**config.mk**
```make
export PLATFORM = sky130hd
export DESIGN_NAME = uart_tx_fifo
export DESIGN_NICKNAME = d
export VERILOG_FILES = /design/src/rtl/uart_pkg.sv /design/src/rtl/uart_tx_fifo_fifo_sync.sv /design/src/rtl/uart_tx_fifo.sv
export SDC_FILE = /design/constraint.sdc
export NUM_CORES = 1
export LEC_CHECK = 0
export ABC_CLOCK_PERIOD_IN_PS = 4200
export CORE_ASPECT_RATIO = 0.6
export CORE_MARGIN = 8
export CORE_UTILIZATION = 45
export DETAILED_ROUTE_END_ITERATION = 10
export MAX_ROUTING_LAYER = met4
export PLACE_DENSITY_LB_ADDON = 0.25
export SLEW_MARGIN = 20
export SYNTH_ARGS = -nofsm -noshare
export SYNTH_HDL_FRONTEND = slang
export SYNTH_SLANG_ARGS = --single-unit
```
**constraint.sdc**
```tcl
create_clock -name i_clk -period 4.2 [get_ports i_clk]
set_input_delay 0.63 -clock i_clk [delete_from_list [all_inputs] [get_ports i_clk]]
set_output_delay 0.63 -clock i_clk [all_outputs]
set_load 0.01 [all_outputs]
```
**src/rtl/uart_pkg.sv**
```systemverilog
// Shared definitions for the UART transmit FIFO slice: drain FSM state
// encoding and the default data/address widths.
package uart_pkg;

  localparam int DATA_BITS_DEF = 8;
  localparam int ADDR_BITS_DEF = 4;

  typedef enum logic [1:0] {
    ST_IDLE      = 2'b00,
    ST_START     = 2'b01,
    ST_WAIT_DONE = 2'b10
  } tx_state_e;

endpackage

```
**src/rtl/uart_tx_fifo_fifo_sync.sv**
```systemverilog
// fifo_sync: circular synchronous FIFO with separate occupancy counter.
// A push while full is accepted only if a pop happens in the same cycle.
// The head entry is presented combinationally on o_head.
module fifo_sync
  import uart_pkg::*;
#(
  parameter int DATA_BITS = DATA_BITS_DEF,
  parameter int ADDR_BITS = ADDR_BITS_DEF
) (
  input  logic                 i_clk,
  input  logic                 i_reset,
  input  logic                 i_push,
  input  logic                 i_pop,
  input  logic [DATA_BITS-1:0] i_data,
  output logic [DATA_BITS-1:0] o_head,
  output logic                 o_full,
  output logic                 o_empty,
  output logic [ADDR_BITS:0]   o_count
);

  localparam logic [ADDR_BITS:0]   DEPTH   = (ADDR_BITS+1)'(2**ADDR_BITS);
  localparam logic [ADDR_BITS:0]   CNT_ONE = (ADDR_BITS+1)'(1);
  localparam logic [ADDR_BITS-1:0] PTR_ONE = (ADDR_BITS)'(1);

  logic [DATA_BITS-1:0] mem_q [2**ADDR_BITS];
  logic [ADDR_BITS-1:0] wr_ptr_q, wr_ptr_d;
  logic [ADDR_BITS-1:0] rd_ptr_q, rd_ptr_d;
  logic [ADDR_BITS:0]   count_q, count_d;
  logic                 pop_s;
  logic                 push_s;

  assign o_full  = (count_q == DEPTH);
  assign o_empty = (count_q == {(ADDR_BITS+1){1'b0}});
  assign o_count = count_q;
  assign o_head  = mem_q[rd_ptr_q];

  // A simultaneous pop frees the slot the full-FIFO push writes into.
  assign pop_s  = i_pop && !o_empty;
  assign push_s = i_push && (!o_full || pop_s);

  // Next-state for pointers (natural wrap at ADDR_BITS) and occupancy.
  always_comb begin
    wr_ptr_d = wr_ptr_q;
    rd_ptr_d = rd_ptr_q;
    count_d  = count_q;
    if (push_s) begin
      wr_ptr_d = wr_ptr_q + PTR_ONE;
    end else begin
      wr_ptr_d = wr_ptr_q;
    end
    if (pop_s) begin
      rd_ptr_d = rd_ptr_q + PTR_ONE;
    end else begin
      rd_ptr_d = rd_ptr_q;
    end
    case ({push_s, pop_s})
      2'b10:   count_d = count_q + CNT_ONE;
      2'b01:   count_d = count_q - CNT_ONE;
      default: count_d = count_q;
    endcase
  end

  // Pointer and occupancy registers; queued data is discarded on reset.
  always_ff @(posedge i_clk or posedge i_reset) begin
    if (i_reset) begin
      wr_ptr_q <= {ADDR_BITS{1'b0}};
      rd_ptr_q <= {ADDR_BITS{1'b0}};
      count_q  <= {(ADDR_BITS+1){1'b0}};
    end else begin
      wr_ptr_q <= wr_ptr_d;
      rd_ptr_q <= rd_ptr_d;
      count_q  <= count_d;
    end
  end

  // Storage array write port; contents need no reset.
  always_ff @(posedge i_clk) begin
    if (push_s) begin
      mem_q[wr_ptr_q] <= i_data;
    end
  end

endmodule

```
**src/rtl/uart_tx_fifo.sv**
```systemverilog
// uart_tx_fifo: transmit queue in front of a UART transmitter. Bytes are
// pushed with i_wr and drained one at a time by a three-state FSM that
// issues a registered o_tx_start pulse and waits for i_tx_done.
// Optional feature: define UART_TX_FIFO_OVERFLOW_EN for a sticky o_overflow
// flag on dropped pushes; otherwise o_overflow is tied low.
module uart_tx_fifo
  import uart_pkg::*;
#(
  parameter int DATA_BITS = DATA_BITS_DEF,
  parameter int ADDR_BITS = ADDR_BITS_DEF
) (
  input  logic                 i_clk,
  input  logic                 i_reset,
  input  logic                 i_wr,
  input  logic [DATA_BITS-1:0] i_wr_data,
  input  logic                 i_tx_done,
  input  logic                 i_tx_busy,
  output logic                 o_tx_start,
  output logic [DATA_BITS-1:0] o_tx_data,
  output logic                 o_full,
  output logic                 o_empty,
  output logic [ADDR_BITS:0]   o_count,
  output logic                 o_overflow
);

  tx_state_e            state_q;
  logic                 tx_start_q;
  logic [DATA_BITS-1:0] tx_data_q;
  logic [DATA_BITS-1:0] head_s;
  logic                 full_s;
  logic                 empty_s;
  logic                 pop_s;

  // The head is taken only from IDLE, so a byte pushed into an empty FIFO
  // is visible to this check one edge after the push.
  assign pop_s = (state_q == ST_IDLE) && !empty_s && !i_tx_busy;

  fifo_sync #(
    .DATA_BITS (DATA_BITS),
    .ADDR_BITS (ADDR_BITS)
  ) u_fifo (
    .i_clk   (i_clk),
    .i_reset (i_reset),
    .i_push  (i_wr),
    .i_pop   (pop_s),
    .i_data  (i_wr_data),
    .o_head  (head_s),
    .o_full  (full_s),
    .o_empty (empty_s),
    .o_count (o_count)
  );

  assign o_full     = full_s;
  assign o_empty    = empty_s;
  assign o_tx_start = tx_start_q;
  assign o_tx_data  = tx_data_q;

  // Drain FSM: IDLE pops the head, START pulses once, WAIT_DONE holds.
  always_ff @(posedge i_clk or posedge i_reset) begin
    if (i_reset) begin
      state_q    <= ST_IDLE;
      tx_start_q <= 1'b0;
      tx_data_q  <= {DATA_BITS{1'b0}};
    end else begin
      case (state_q)
        ST_IDLE: begin
          if (pop_s) begin
            state_q    <= ST_START;
            tx_start_q <= 1'b1;
            tx_data_q  <= head_s;
          end else begin
            tx_start_q <= 1'b0;
          end
        end
        ST_START: begin
          state_q    <= ST_WAIT_DONE;
          tx_start_q <= 1'b0;
        end
        ST_WAIT_DONE: begin
          tx_start_q <= 1'b0;
          if (i_tx_done) begin
            state_q <= ST_IDLE;
          end
        end
        default: begin
          state_q    <= ST_IDLE;
          tx_start_q <= 1'b0;
        end
      endcase
    end
  end

`ifdef UART_TX_FIFO_OVERFLOW_EN
  logic overflow_q;

  // Sticky flag: set when a push is dropped, cleared only by reset.
  always_ff @(posedge i_clk or posedge i_reset) begin
    if (i_reset) begin
      overflow_q <= 1'b0;
    end else if (i_wr && full_s && !pop_s) begin
      overflow_q <= 1'b1;
    end
  end

  assign o_overflow = overflow_q;
`else
  assign o_overflow = 1'b0;
`endif

endmodule

```
# Word-level counts from Yosys, hierarchy flattened
# Memory sizes are Yosys's and may differ from the RTL's. A register that Yosys moved wholly into a read port is not among the register bits.
# Cells that the tools add are included.
[op_classes]
eq_ne = 7
add_sub_neg = 4
n_reduce_logical = 13
mux = 8
[op_table]
columns = ["op", "n"]
rows = [
  ["5-bit case mux with 2 select lines", 1],
  ["4-bit by 1-bit adder with 4-bit output, second input constant", 2],
  ["2-bit case mux with 3 select lines", 1],
  ["5-bit by 1-bit adder with 5-bit output, second input constant", 1],
  ["5-bit equality test, second input constant", 1],
  ["5-bit logical NOT", 1],
  ["5-bit by 1-bit subtractor with 5-bit output, second input constant", 1],
  ["2-bit by 1-bit equality test with 1-bit output, second input constant", 2],
  ["2-bit equality test, second input constant", 2],
  ["1-bit logical AND", 4],
  ["1-bit two-way mux", 4],
  ["2-bit two-way mux", 2],
  ["2-bit AND reduction", 2],
  ["1-bit logical NOT", 3],
  ["2-bit logical NOT", 1],
  ["2-bit by 1-bit inequality test with 1-bit output, second input constant", 1],
  ["2-bit inequality test, second input constant", 1],
  ["2-bit nonzero test", 1],
  ["1-bit logical OR", 1],
]
[word_totals]
word_cells = 38
ramBits = 128
memories = 1
output_inout_bits = 17
inputBits = 13
ff_bits = 16
[mem_list]
columns = ["memory", "words", "word_bits", "rd", "rd_clocked_by_memory_dff", "wr", "line_no", "rtl"]
rows = [
  ["u_fifo.mem_q", 16, 8, 1, 1, 1, "uart_tx_fifo_fifo_sync.sv:25", "logic [DATA_BITS-1:0] mem_q [2**ADDR_BITS];"],
]

# Longest topological paths before layout
# Gate-level depths: netlist of run 1.
[logic_depth]
depth_word = 9
mapped_depth = 13
mapped_depth_nobuf = 10

# Modules after synthesis
# A second synthesis of run 1 with hierarchy kept.
[unflattened]
hier_cells = 323
hier_area_um2 = 6229.7
[by_module_without_submodules]
columns = ["module", "instances", "cells_each", "seq_area_each_um2", "area_each_um2"]
rows = [
  ["fifo_sync", 1, 296, 4169.0, 5799.3],
  ["uart_tx_fifo", 1, 27, 275.3, 430.4],
]

# Worst setup path before layout of run 1
# Ideal clock, no wire load.
[synth_timing]
path_type = "flip-flop to flip-flop"
from = "reg u_fifo.count_q[1], in the netlist u_fifo.o_count[1]"
to = "reg u_fifo.count_q[4], in the netlist u_fifo.o_count[4]"
setup_time_ps = 80
arrival_time_ps = 2931
t_required_ps = 4120
path_slack_ps = 1189
path_stages_with_launch = 14
n_path_buf = 3
synth_period_minus_slack_ps = 3011
cell_sequence = "dfrtp_1 buf_6 or4_4 buf_6 o31a_4 inv_2 ha_1 clkbuf_1 xor2_1 ha_1 a21o_1 nand3_1 a31oi_1 xnor2_1"
[synth_via]
elab_chain_len = 9
word_cells_on_any_way = 15
cone_classes = "add/sub: 2; eq/ne: 3; mux: 1; reduce/logical: 9"
[synth_lines]
columns = ["item", "line_no", "rtl"]
rows = [
  ["from (decl)", "uart_tx_fifo_fifo_sync.sv:28", "logic [ADDR_BITS:0] count_q, count_d;"],
  ["from (signal assigned)", "uart_tx_fifo_fifo_sync.sv:68", "count_q <= {(ADDR_BITS+1){1'b0}};"],
  ["from (signal assigned)", "uart_tx_fifo_fifo_sync.sv:72", "count_q <= count_d;"],
  ["5-bit logical NOT", "uart_tx_fifo_fifo_sync.sv:33", "assign o_empty = (count_q == {(ADDR_BITS+1){1'b0}});"],
  ["1-bit logical NOT", "uart_tx_fifo_fifo_sync.sv:38, uart_tx_fifo.sv:36", ""],
  ["1-bit logical AND (2 in series)", "uart_tx_fifo.sv:36", "assign pop_s = (state_q == ST_IDLE) && !empty_s && !i_tx_busy;"],
  ["1-bit logical AND", "uart_tx_fifo_fifo_sync.sv:38", "assign pop_s = i_pop && !o_empty;"],
  ["1-bit logical OR", "uart_tx_fifo_fifo_sync.sv:39", "assign push_s = i_push && (!o_full || pop_s);"],
  ["1-bit logical AND", "uart_tx_fifo_fifo_sync.sv:39", ""],
  ["2-bit by 1-bit equality test with 1-bit output or 2-bit equality test (tied branches)", "uart_tx_fifo_fifo_sync.sv:56", "case ({push_s, pop_s})"],
  ["5-bit case mux with 2 select lines or 2-bit nonzero test (tied branches)", "--", ""],
]
# Parallel ways exist; a longest one is shown, timed or not.
# A chain may end at the register's enable or synchronous reset.

# Worst setup path in the final report of run 1
# Same ends and word-level chain as after synthesis.

==> summary.txt, run 1 <==
Status
  • Status: complete, no violations

Yosys
  • Area of the mapped netlist: 6110 um^2
  • Synthesized area divided by synthesized cell count: about 19 um^2
  • Post-synthesis async set-or-reset flop share: between 10% and 20%
  • Syn. warnings: 0
  • Number of instances in the synthesized netlist: between 300 and 400
  • Flip-flop cell with the highest count after synthesis: sky130_fd_sc_hd__edfxtp_1
  • Post-Synthesis Net Count: ~340
  • Sequential share of the synthesized area: approximately 73%
  • EDFF count, synth: 128
  • Cell types occupying the most area after synthesis: sky130_fd_sc_hd__edfxtp_1 63%, sky130_fd_sc_hd__mux4_2 12%, sky130_fd_sc_hd__dfrtp_1 9.8%
  • Library cells used by synthesis: 40
  • Register bit total from synthesis: about 150
  • Share of the synthesized area in the top cell type: between 60% and 70%
  • Leading area contributor after synthesis: sky130_fd_sc_hd__edfxtp_1

CTS
  • Clock tree from TritonCTS: yes
  • Max clock buf depth: 2
  • Post-CTS Resized: 0
  • Clock input transition at the sequential cells of the worst setup and hold paths: ~0.06 ns
  • Cts bufs inserted: 17
  • Cell at the root of the clock tree: sky130_fd_sc_hd__clkbuf_16
  • Post-CTS setup buffer count: 0
  • Clock latency on the worst-skew pair: about 0.41 ns
  • Quantity of hold-fixing buffers added after cts: 0
  • Maximum level of the CTS H-tree: 4
  • Clock sink count: about 150

Routing
  • Detailed-route DRC error count: 0
  • First drt pass iteration count: 5
  • Drt wl/cell: about 22 um
  • First DRT Iteration DRCs: ~260
  • Total number of vias: just over 3000
  • Number of nets with antenna violations after detailed routing: 0
  • Mean number of vias per cell: 5.59
  • Sum of routed wire length over all layers: around 12000 um

Final layout
  • Proportion of layout cells with a drive suffix above 1: a little under a quarter
  • Total of fill cells in the finished design: between 1000 and 1500
  • Leading cell types in the layout, fill and taps excluded: 128 x sky130_fd_sc_hd__edfxtp_1, 32 x sky130_fd_sc_hd__mux4_2, 28 x sky130_fd_sc_hd__clkdlybuf4s50_1, 23 x sky130_fd_sc_hd__dfrtp_1, 17 x sky130_fd_sc_hd__clkbuf_16
  • Antenna cells: 0
  • Layout area overhead: 18.2%
  • Net total in the final layout: 381
  • Commonest non-fill, non-tap cell in the layout: sky130_fd_sc_hd__edfxtp_1
  • Final non-filler cell total: approximately 550

Timing
  • Maximum clock frequency: between 300 and 400 MHz
  • Post-layout min period: around 3.0 ns
  • Final sum of negative setup slack: 0 ns
  • Unrepaired setup endpoints after global routing: false
  • Worst hold-check slack: 0.478 ns
  • Min setup slack post-route: about 1.2 ns
  • Final hold violation count: 0
  • Worst clock skew on the final layout: around 0.016 ns
  • Setup-failing EPs final: 0
  • Relative slew slack: between 30 and 40%
  • Count of final max-slew check failures: 0
  • Final period utilization: between 70% and 80%
  • Actual slew at the worst max-slew pin: 0.954 ns

GRT
  • Number of antenna violations at the first check in global routing: 0
  • Overall track demand over capacity in global routing: 14.7%
  • Number of global-route vias before repair: 3188
  • Global route overflow: 0
  • Largest net degree at the start of global routing: 27
  • First-pass GRT wire length: between 15000 and 20000 um

Critical path
  • CP Class: reg2reg
  • Arrival time at the worst endpoint: around 3.4 ns
  • CP endpoint kind: flop
  • Critical path startpoint category: flop
  • R2R depth: 10
  • Maximum fanout encountered on the critical timing path: 9
  • Crit path required time: approximately 4.5 ns

Power and ir drop
  • Leakage power: between 0.002 and 0.0025 uW
  • Total Power Consumption: between 5000 and 6000 uW
  • VDD IR-drop max: roughly 370 uV
  • PD cells: between 700 and 800 nW/um^2

Placement
  • Total half-perimeter wirelength after legalization and detailed placement: a little under 8000 um
  • Total placed cells including tap cells: slightly above 500
  • Routability congestion estimate from global placement: about 0.84
  • Placement Setup Slack: approximately 0.90 ns
  • Count of buffers inserted at the top-level ports: 28

Die
  • Placement row count: 33
  • Y dimension of the die: ~110 um
  • Io pins: 30
  • Die width: between 150 and 200 um
  • Area of the die: roughly 18000 um^2
  • Area inside the core boundary: between 10000 and 15000 um^2
  • Starting density of the core: 45.4%

Run
  • # Max-Cap Violations: 0

Hold path
  • Count of cells along the worst hold path: 1
  • Hold Path Class: reg2reg
[kinds of logic after synthesis]
family,count (synthesis),share of synthesized area [%]
flip-flops,152,72.7
buffers and inverters,29,2.23
multiplexers,43,13.8
adder cells (fa/ha/maj),8,1.64
AO/OA/AOI/OAI,37,3.95
other,1,0.0614
AND/OR/NAND/NOR,41,3.87
XOR/XNOR,12,1.72
[flip-flops by register name, summed over array words and instances, names as in the netlist]
register	count
u_fifo.mem_q	128
o_tx_data	8
u_fifo.o_count	5
u_fifo.rd_ptr_q	4
u_fifo.wr_ptr_q	4
state_q	2
o_tx_start	1
[cells in the mapped netlist (2+ instances only)]
master and n:
sky130_fd_sc_hd__buf_1 2, sky130_fd_sc_hd__buf_6 2, sky130_fd_sc_hd__mux4_2 32, sky130_fd_sc_hd__xor2_1 5, sky130_fd_sc_hd__nand4_1 2, sky130_fd_sc_hd__o21a_1 3
sky130_fd_sc_hd__o21ai_0 2, sky130_fd_sc_hd__edfxtp_1 128, sky130_fd_sc_hd__nor4_1 5, sky130_fd_sc_hd__nor2_1 7, sky130_fd_sc_hd__buf_4 2, sky130_fd_sc_hd__dfrtp_1 24
sky130_fd_sc_hd__nand2_1 5, sky130_fd_sc_hd__xnor2_1 7, sky130_fd_sc_hd__ha_1 8, sky130_fd_sc_hd__and2_1 8, sky130_fd_sc_hd__o22ai_1 16, sky130_fd_sc_hd__mux2_2 10
sky130_fd_sc_hd__nand3_1 2, sky130_fd_sc_hd__a21oi_1 10, sky130_fd_sc_hd__clkbuf_1 9, sky130_fd_sc_hd__nand2b_1 3, sky130_fd_sc_hd__buf_2 4, sky130_fd_sc_hd__nor3_1 2
sky130_fd_sc_hd__inv_1 9, sky130_fd_sc_hd__a31oi_1 2
[worst paths after layout]
kind,start,endpoint,slack [ns]
max reg2reg,u_fifo.o_count[1],u_fifo.o_count[4],1.16
min in group asynchronous,i_reset,u_fifo.rd_ptr_q[1],0.61
max,u_fifo.o_count[1],u_fifo.o_count[4],1.16
max in group asynchronous,i_reset,u_fifo.rd_ptr_q[0],3.12
min,state_q[0],state_q[1],0.48
min reg2reg,state_q[0],state_q[1],0.48
[layer usage]
metal | global-route usage (%) | share of wire (%) | vias up | wire (um)
li1 | - | - | 1361 | -
met1 | 20.2 | 48 | 1597 | 5710
met2 | 20.9 | 45 | 90 | 5410
met3 | 4.40 | 6.0 | 14 | 714
met4 | 4.03 | 0.95 | 0 | 113
met5 | - | 0 | - | 0
[metrics by stage]
step                area (um^2)  utilization (%)
finish                     7230             53.7
global route               7230             53.7
floorplan                  6110                -
global placement           6610             49.1
detailed placement         6610             49.1
CTS                        7230             53.7
[where the power goes]
| group | internal (uW) | switching [uW] |
|---|---|---|
| Combinational | 730 | 614 |
| Sequential | 1880 | 294 |
| Clock | 1030 | 555 |
[area by class of cell]
type                    count  area (um^2)  share of cell area, %
clock buffers              24          472                   6.53
clock inverters             8          149                   2.06
inverters                  10         37.5                  0.519
multi-input cells         142         1560                   21.5
flip-flops and latches    152         4450                   61.5
well taps                 175          219                   3.03
repair buffers             37          348                   4.81
[worst max-delay path, stage by stage, from the launching register on]
cell and delay, ns:
sky130_fd_sc_hd__dfrtp_1 0.47, sky130_fd_sc_hd__or4_4 0.61, sky130_fd_sc_hd__o31a_4 0.40, sky130_fd_sc_hd__inv_2 0.16, sky130_fd_sc_hd__ha_1 0.37, sky130_fd_sc_hd__xor2_1 0.18, sky130_fd_sc_hd__ha_1 0.22, sky130_fd_sc_hd__a21o_1 0.13
sky130_fd_sc_hd__nand3_1 0.07, sky130_fd_sc_hd__a31oi_1 0.22, sky130_fd_sc_hd__xnor2_1 0.14
(Power assumes the default switching activity.)
==> run 2: changes to the inputs <==
- ABC_CLOCK_PERIOD_IN_PS: 4200 -> 2900
- clock period: 4.2 -> 2.9 ns (I/O delays scaled with it)
==> summary.txt, run 2 (same netlist as run 1, synthesis figures left out) <==
Timing
  • Worst clock skew on the final layout: about 0.0093 ns
  • Setup-failing EPs final: 0
  • Relative slew slack: about 58%
  • Actual slew at the worst max-slew pin: approximately 0.64 ns
  • Unrepaired setup endpoints after global routing: false
  • Final period utilization: 96.8%
  • Worst hold-check slack: 0.286 ns
  • Post-layout min period: 2.81 ns
  • Count of final max-slew check failures: 0
  • Final hold violation count: 0
  • Min setup slack post-route: roughly 0.09 ns
  • Maximum clock frequency: roughly 360 MHz
  • Final sum of negative setup slack: 0 ns

Critical path
  • CP Class: reg2reg
  • CP endpoint kind: flop
  • Maximum fanout encountered on the critical timing path: 8
  • Critical path startpoint category: flop
  • Flop-to-flop setup slack: about 0.092 ns
  • Cell chain of the critical path: or4_4, o31a_4, inv_2, ha_1, xor2_1, ha_2, nand2b_1, a31oi_1, a31oi_2, xnor2_1
  • Maximum cell stage delay along the critical path: slightly below 0.6 ns
  • Arrival time at the worst endpoint: around 3.1 ns
  • Crit path required time: approximately 3.2 ns
  • Slowest cell on crit path: sky130_fd_sc_hd__or4_4

CTS
  • Cts bufs inserted: 17
  • Clock tree from TritonCTS: yes
  • Max clock buf depth: 2
  • Cell at the root of the clock tree: sky130_fd_sc_hd__clkbuf_16
  • Clock input transition at the sequential cells of the worst setup and hold paths: approximately 0.060 ns
  • Quantity of hold-fixing buffers added after cts: 0
  • Clock latency on the worst-skew pair: ~0.42 ns
  • Clock sink count: between 150 and 200
  • Maximum level of the CTS H-tree: 4

Die
  • Area inside the core boundary: 13500 um^2
  • Starting density of the core: 45.4%
  • Y dimension of the die: ~110 um
  • Placement row count: 33
  • Io pins: 30
  • Area of the die: 17700 um^2
  • Die width: 166 um

Power and ir drop
  • Leakage power: between 0.002 and 0.003 uW
  • Clock group share of total power: 29.5%
  • Net switching fraction of the power: a little over 30%
  • Power share of the combinational group: between 30% and 40%
  • Net switching component of the power: ~2300 uW
  • PD cells: about 1000 nW/um^2
  • Cell Int Power: ~5200 uW
  • Sequential share of power: 40.5%
  • VDD IR-drop max: around 410 uV

GRT
  • Overall track demand over capacity in global routing: between 10% and 20%
  • First-pass GRT wire length: roughly 19000 um
  • Number of antenna violations at the first check in global routing: 0
  • Largest net degree at the start of global routing: 29
  • Number of global-route vias before repair: 3122
  • Global route overflow: 0

Placement
  • Count of buffers inserted at the top-level ports: 28
  • Total half-perimeter wirelength after legalization and detailed placement: 8220 um
  • Placement Setup Slack: around 0.14 ns
  • Routability congestion estimate from global placement: a little under 0.8

Final layout
  • Antenna cells: 0
  • Proportion of layout cells with a drive suffix above 1: approximately 29%
  • Net total in the final layout: ~400
  • Leading cell types in the layout, fill and taps excluded: 128 x sky130_fd_sc_hd__edfxtp_1, 32 x sky130_fd_sc_hd__mux4_2, 28 x sky130_fd_sc_hd__clkdlybuf4s50_1, 23 x sky130_fd_sc_hd__dfrtp_1, 23 x sky130_fd_sc_hd__buf_4
  • Reg with most FFs: u_fifo.mem_q
  • Flip-flop count of the largest register after layout: 128
  • Layout area overhead: 20.3%
  • Commonest non-fill, non-tap cell in the layout: sky130_fd_sc_hd__edfxtp_1

Routing
  • Number of nets with antenna violations after detailed routing: 0
  • Total number of vias: 3129
  • Detailed-route DRC error count: 0
  • First DRT Iteration DRCs: 290
  • Drt wl/cell: approximately 22 um
  • First drt pass iteration count: 4
  • Mean number of vias per cell: between 5 and 6
  • Sum of routed wire length over all layers: 12400 um

Hold path
  • Hold Path Class: in2async

Run
  • # Max-Cap Violations: 0

Status
  • Status: complete, no violations
-- run 2: cell types whose count changed in the layout (fill, tap and decap cells not counted) --
| cell | change |
|---|---|
| sky130_fd_sc_hd__clkbuf_8 | -2 |
| sky130_fd_sc_hd__inv_6 | +4 |
| sky130_fd_sc_hd__bufinv_16 | -2 |
| sky130_fd_sc_hd__ha_1 | -1 |
| sky130_fd_sc_hd__clkbuf_1 | -5 |
| sky130_fd_sc_hd__inv_8 | +2 |
| sky130_fd_sc_hd__ha_2 | +1 |
| sky130_fd_sc_hd__a31oi_2 | +1 |
| sky130_fd_sc_hd__a31oi_1 | -1 |
| sky130_fd_sc_hd__buf_4 | +14 |
| sky130_fd_sc_hd__inv_1 | +1 |
| sky130_fd_sc_hd__clkinv_2 | -1 |
| sky130_fd_sc_hd__clkinvlp_4 | +3 |
| sky130_fd_sc_hd__buf_12 | +2 |
-- run 2: path summary, 6_finish.rpt --
kind,endpoint,startpoint,cells past startpoint
worst max-delay path,u_fifo.o_count[4],u_fifo.o_count[0],10
worst min-delay path,u_fifo.rd_ptr_q[0],i_reset,2
worst max register to register,u_fifo.o_count[4],u_fifo.o_count[0],10
worst min register to register,state_q[1],state_q[0],1
max in group asynchronous,u_fifo.wr_ptr_q[2],i_reset,3
min in group i_clk,state_q[1],state_q[0],1
-- run 2: metrics by stage --
stage / std cells / util [%] / power [uW] / cell area (um^2)
detailed placement: 532 / 50.2 / 5300 / 6750
global route: 564 / 54.6 / 7790 / 7350
global placement: 532 / 50.2 / 5260 / 6750
floorplan: 323 / - / 4460 / 6120
CTS: 564 / 54.6 / 7510 / 7350
finish: 564 / 54.6 / 7440 / 7350
-- run 2: final cells by class --
type | instances | area [um^2]
clock inverter | 15 | 168
fill | 1048 | 6110
multi-input combinational | 142 | 1560
sequential | 152 | 4450
tap | 175 | 219
timing repair buffer | 53 | 493
inverter | 10 | 37.5
clock buffer | 17 | 425
-- run 2: power by group through the flow --
stage                     sequential [uW]  combinational, uW  clock, uW
after floorplan                      2940               1520          0
after global placement               3050               2210          0
after detailed placement             3050               2250          0
after CTS                            3020               2250       2240
after global routing                 3060               2410       2320
final                                3010               2240       2200
-- run 2: critical path, delay by kind of cell (launching register included) --
family / cells / cell delay (ns)
xor gates and xnor gates: 2 / 0.30
buffers and inverters: 1 / 0.16
adders and majority gates: 2 / 0.45
DFF: 1 / 0.38
AOI/OAI and AO/OA: 3 / 0.76
and+or+nand+nor: 2 / 0.66
-- run 2: routing by layer --
| layer | GRT usage [%] | vias to the layer above | share of wire [%] |
|---|---|---|---|
| met5 | - | - | 0 |
| met4 | 4.41 | 0 | 0.28 |
| met3 | 4.22 | 4 | 9.6 |
| met2 | 20.2 | 113 | 44 |
| met1 | 21.9 | 1618 | 46 |
| li1 | - | 1394 | - |
-- run 2: repair_timing --
action,4_1_cts,5_1_grt
hold endpoints to repair,0,0
setup buffers,0,0
gates resized for setup,0,1
endpoints found under the setup margin,0,1
==> run 3: changes to the inputs <==
- RECOVER_POWER: unset -> 100
==> summary.txt, run 3 (same netlist as run 1, synthesis figures left out) <==
Status
  • Status: complete, no violations

CTS
  • Cell at the root of the clock tree: sky130_fd_sc_hd__clkbuf_16
  • Maximum level of the CTS H-tree: 4
  • Max clock buf depth: 2
  • Clock latency on the worst-skew pair: around 0.43 ns
  • Cts bufs inserted: 17
  • Clock sink count: 152
  • Quantity of hold-fixing buffers added after cts: 0
  • Clock input transition at the sequential cells of the worst setup and hold paths: about 0.06 ns
  • Clock tree from TritonCTS: yes
  • Post-CTS setup buffer count: 0

Critical path
  • Maximum cell stage delay along the critical path: ~0.59 ns
  • Reg-to-reg critical path startpoint: u_fifo.o_count[0]
  • R2R depth: 9
  • Slowest cell on crit path: sky130_fd_sc_hd__or4_4
  • Maximum fanout encountered on the critical timing path: 8
  • Crit path required time: around 3.2 ns
  • Flop-to-flop setup slack: approximately 0.12 ns
  • End of the worst register-to-register path: u_fifo.o_count[4]
  • Cell chain of the critical path: or4_4, o31a_4, inv_2, ha_1, clkbuf_1, and3b_1, a31oi_1, a31oi_2, xnor2_1
  • Critical path startpoint category: flop
  • Top delay family on crit path: simple AND/OR/NAND/NOR gates
  • CP Class: reg2reg
  • Buffers & Inverters on Critical Path: 2
  • Arrival time at the worst endpoint: about 3 ns
  • CP endpoint kind: flop

Routing
  • First DRT Iteration DRCs: about 270
  • Total number of vias: 3108
  • Highest routed metal layer: met4
  • Drt wl/cell: between 20 and 25 um
  • Sum of routed wire length over all layers: ~12000 um
  • Total length of routed met3 wires: 786 um
  • First drt pass iteration count: 4
  • Number of nets with antenna violations after detailed routing: 0
  • Detailed-route DRC error count: 0
  • Detail Route met2 WL: 5330 um
  • Mean number of vias per cell: roughly 5.5
  • Met1 wire length: a little over 6000 um

Timing
  • Post-layout min period: between 2 and 3 ns
  • Setup-failing EPs final: 0
  • Count of final max-slew check failures: 0
  • Relative slew slack: about 36%
  • Worst clock skew on the final layout: around 0.011 ns
  • Min setup slack post-route: roughly 0.12 ns
  • Final hold violation count: 0
  • Final period utilization: between 90% and 100%
  • Actual slew at the worst max-slew pin: approximately 0.95 ns
  • Unrepaired setup endpoints after global routing: false
  • Final sum of negative setup slack: 0 ns
  • Maximum clock frequency: approximately 360 MHz

Power and ir drop
  • Power share of the combinational group: a little under 30%
  • Net switching fraction of the power: between 30 and 40%
  • Sequential share of power: 40.9%
  • Clock group share of total power: about 30%
  • Total Power Consumption: between 7000 and 8000 uW
  • VDD IR-drop max: 416 uV
  • PD cells: slightly above 1000 nW/um^2
  • Cell Int Power: between 5000 and 6000 uW
  • Leakage power: around 0.0024 uW
  • Net switching component of the power: between 2000 and 2500 uW

Hold path
  • Hold Path Class: in2async

Placement
  • Post-detailed-placement cell area: 6750 um^2
  • Routability congestion estimate from global placement: ~0.79
  • Total half-perimeter wirelength after legalization and detailed placement: between 8000 and 9000 um
  • Placement Setup Slack: about 0.14 ns
  • Count of buffers inserted at the top-level ports: 28

Final layout
  • Total of fill cells in the finished design: 1066
  • Reg with most FFs: u_fifo.mem_q
  • Layout area overhead: 18.4%
  • Commonest non-fill, non-tap cell in the layout: sky130_fd_sc_hd__edfxtp_1
  • Leading cell types in the layout, fill and taps excluded: 128 x sky130_fd_sc_hd__edfxtp_1, 32 x sky130_fd_sc_hd__mux4_2, 26 x sky130_fd_sc_hd__dlygate4sd3_1, 24 x sky130_fd_sc_hd__dfrtp_1, 18 x sky130_fd_sc_hd__clkbuf_1
  • Flip-flop count of the largest register after layout: about 130
  • Proportion of layout cells with a drive suffix above 1: between 20 and 25%
  • Final core utilization: 53.8%
  • Total non-filler cell area in the finished layout: ~7200 um^2
  • Net total in the final layout: about 400
  • Antenna cells: 0

GRT
  • Overall track demand over capacity in global routing: between 10% and 20%
  • Number of global-route vias before repair: around 3100
  • Global route overflow: 0
  • First-pass GRT wire length: roughly 19000 um
  • Number of antenna violations at the first check in global routing: 0
  • Largest net degree at the start of global routing: 29

Die
  • Area of the die: between 15000 and 20000 um^2
  • Starting density of the core: around 45%
  • Placement row count: 33
  • Y dimension of the die: about 110 um
  • Die width: 166 um
  • Io pins: 30
  • Area inside the core boundary: ~13000 um^2

Run
  • # Max-Cap Violations: 0
run 3: repair_timing:
item	in CTS	in global routing
setup endpoints to repair	0	1
endpoints found under the hold margin	0	0
resized for setup	0	1
run 3: how the worst max path moves through the flow:
stage / startpoint / cells past startpoint / to / slack (ns)
final: u_fifo.o_count[0] / 9 / u_fifo.o_count[4] / 0.12
after global routing: u_fifo.o_count[0] / 9 / u_fifo.o_count[4] / 0.01
after CTS: u_fifo.o_count[0] / 10 / u_fifo.o_count[4] / 0.13
after detailed placement: i_tx_busy / 11 / u_fifo.o_count[4] / 0.14
after global placement: i_tx_busy / 11 / u_fifo.o_count[4] / 0.21
after floorplan: u_fifo.o_count[1] / 13 / u_fifo.o_count[4] / 0.007
run 3: through the flow:
| stage | instances | hold slack, ns |
|---|---|---|
| floorplan | 323 | 0.450 |
| global placement | 532 | 0.472 |
| detailed placement | 532 | 0.475 |
| CTS | 564 | 0.291 |
| global route | 564 | 0.444 |
| finish | 564 | 0.423 |
run 3: area by class of cell:
cell class	instances	area [um^2]	area share (%)
well taps	175	219	3.03
clock buffers	17	425	5.88
repair buffers	53	413	5.70
multi-input cells	142	1530	21.2
clock inverters	15	168	2.32
inverters	10	37.5	0.519
flip-flops and latches	152	4440	61.4
run 3: power groups by stage:
stage	sequential, uW	combinational [uW]	clock [uW]
2_1_floorplan	2940	1520	0
3_3_place_gp	3050	2210	0
3_5_place_dp	3050	2250	0
4_1_cts	3020	2250	2240
5_1_grt	3040	2290	2320
6_report	2990	2120	2200
run 3: layer usage:
metal / global-route usage [%] / up-vias
met3: 4.22 / 10
li1: - / 1395
met1: 21.9 / 1608
met5: - / -
met2: 20.2 / 95
met4: 4.41 / 0
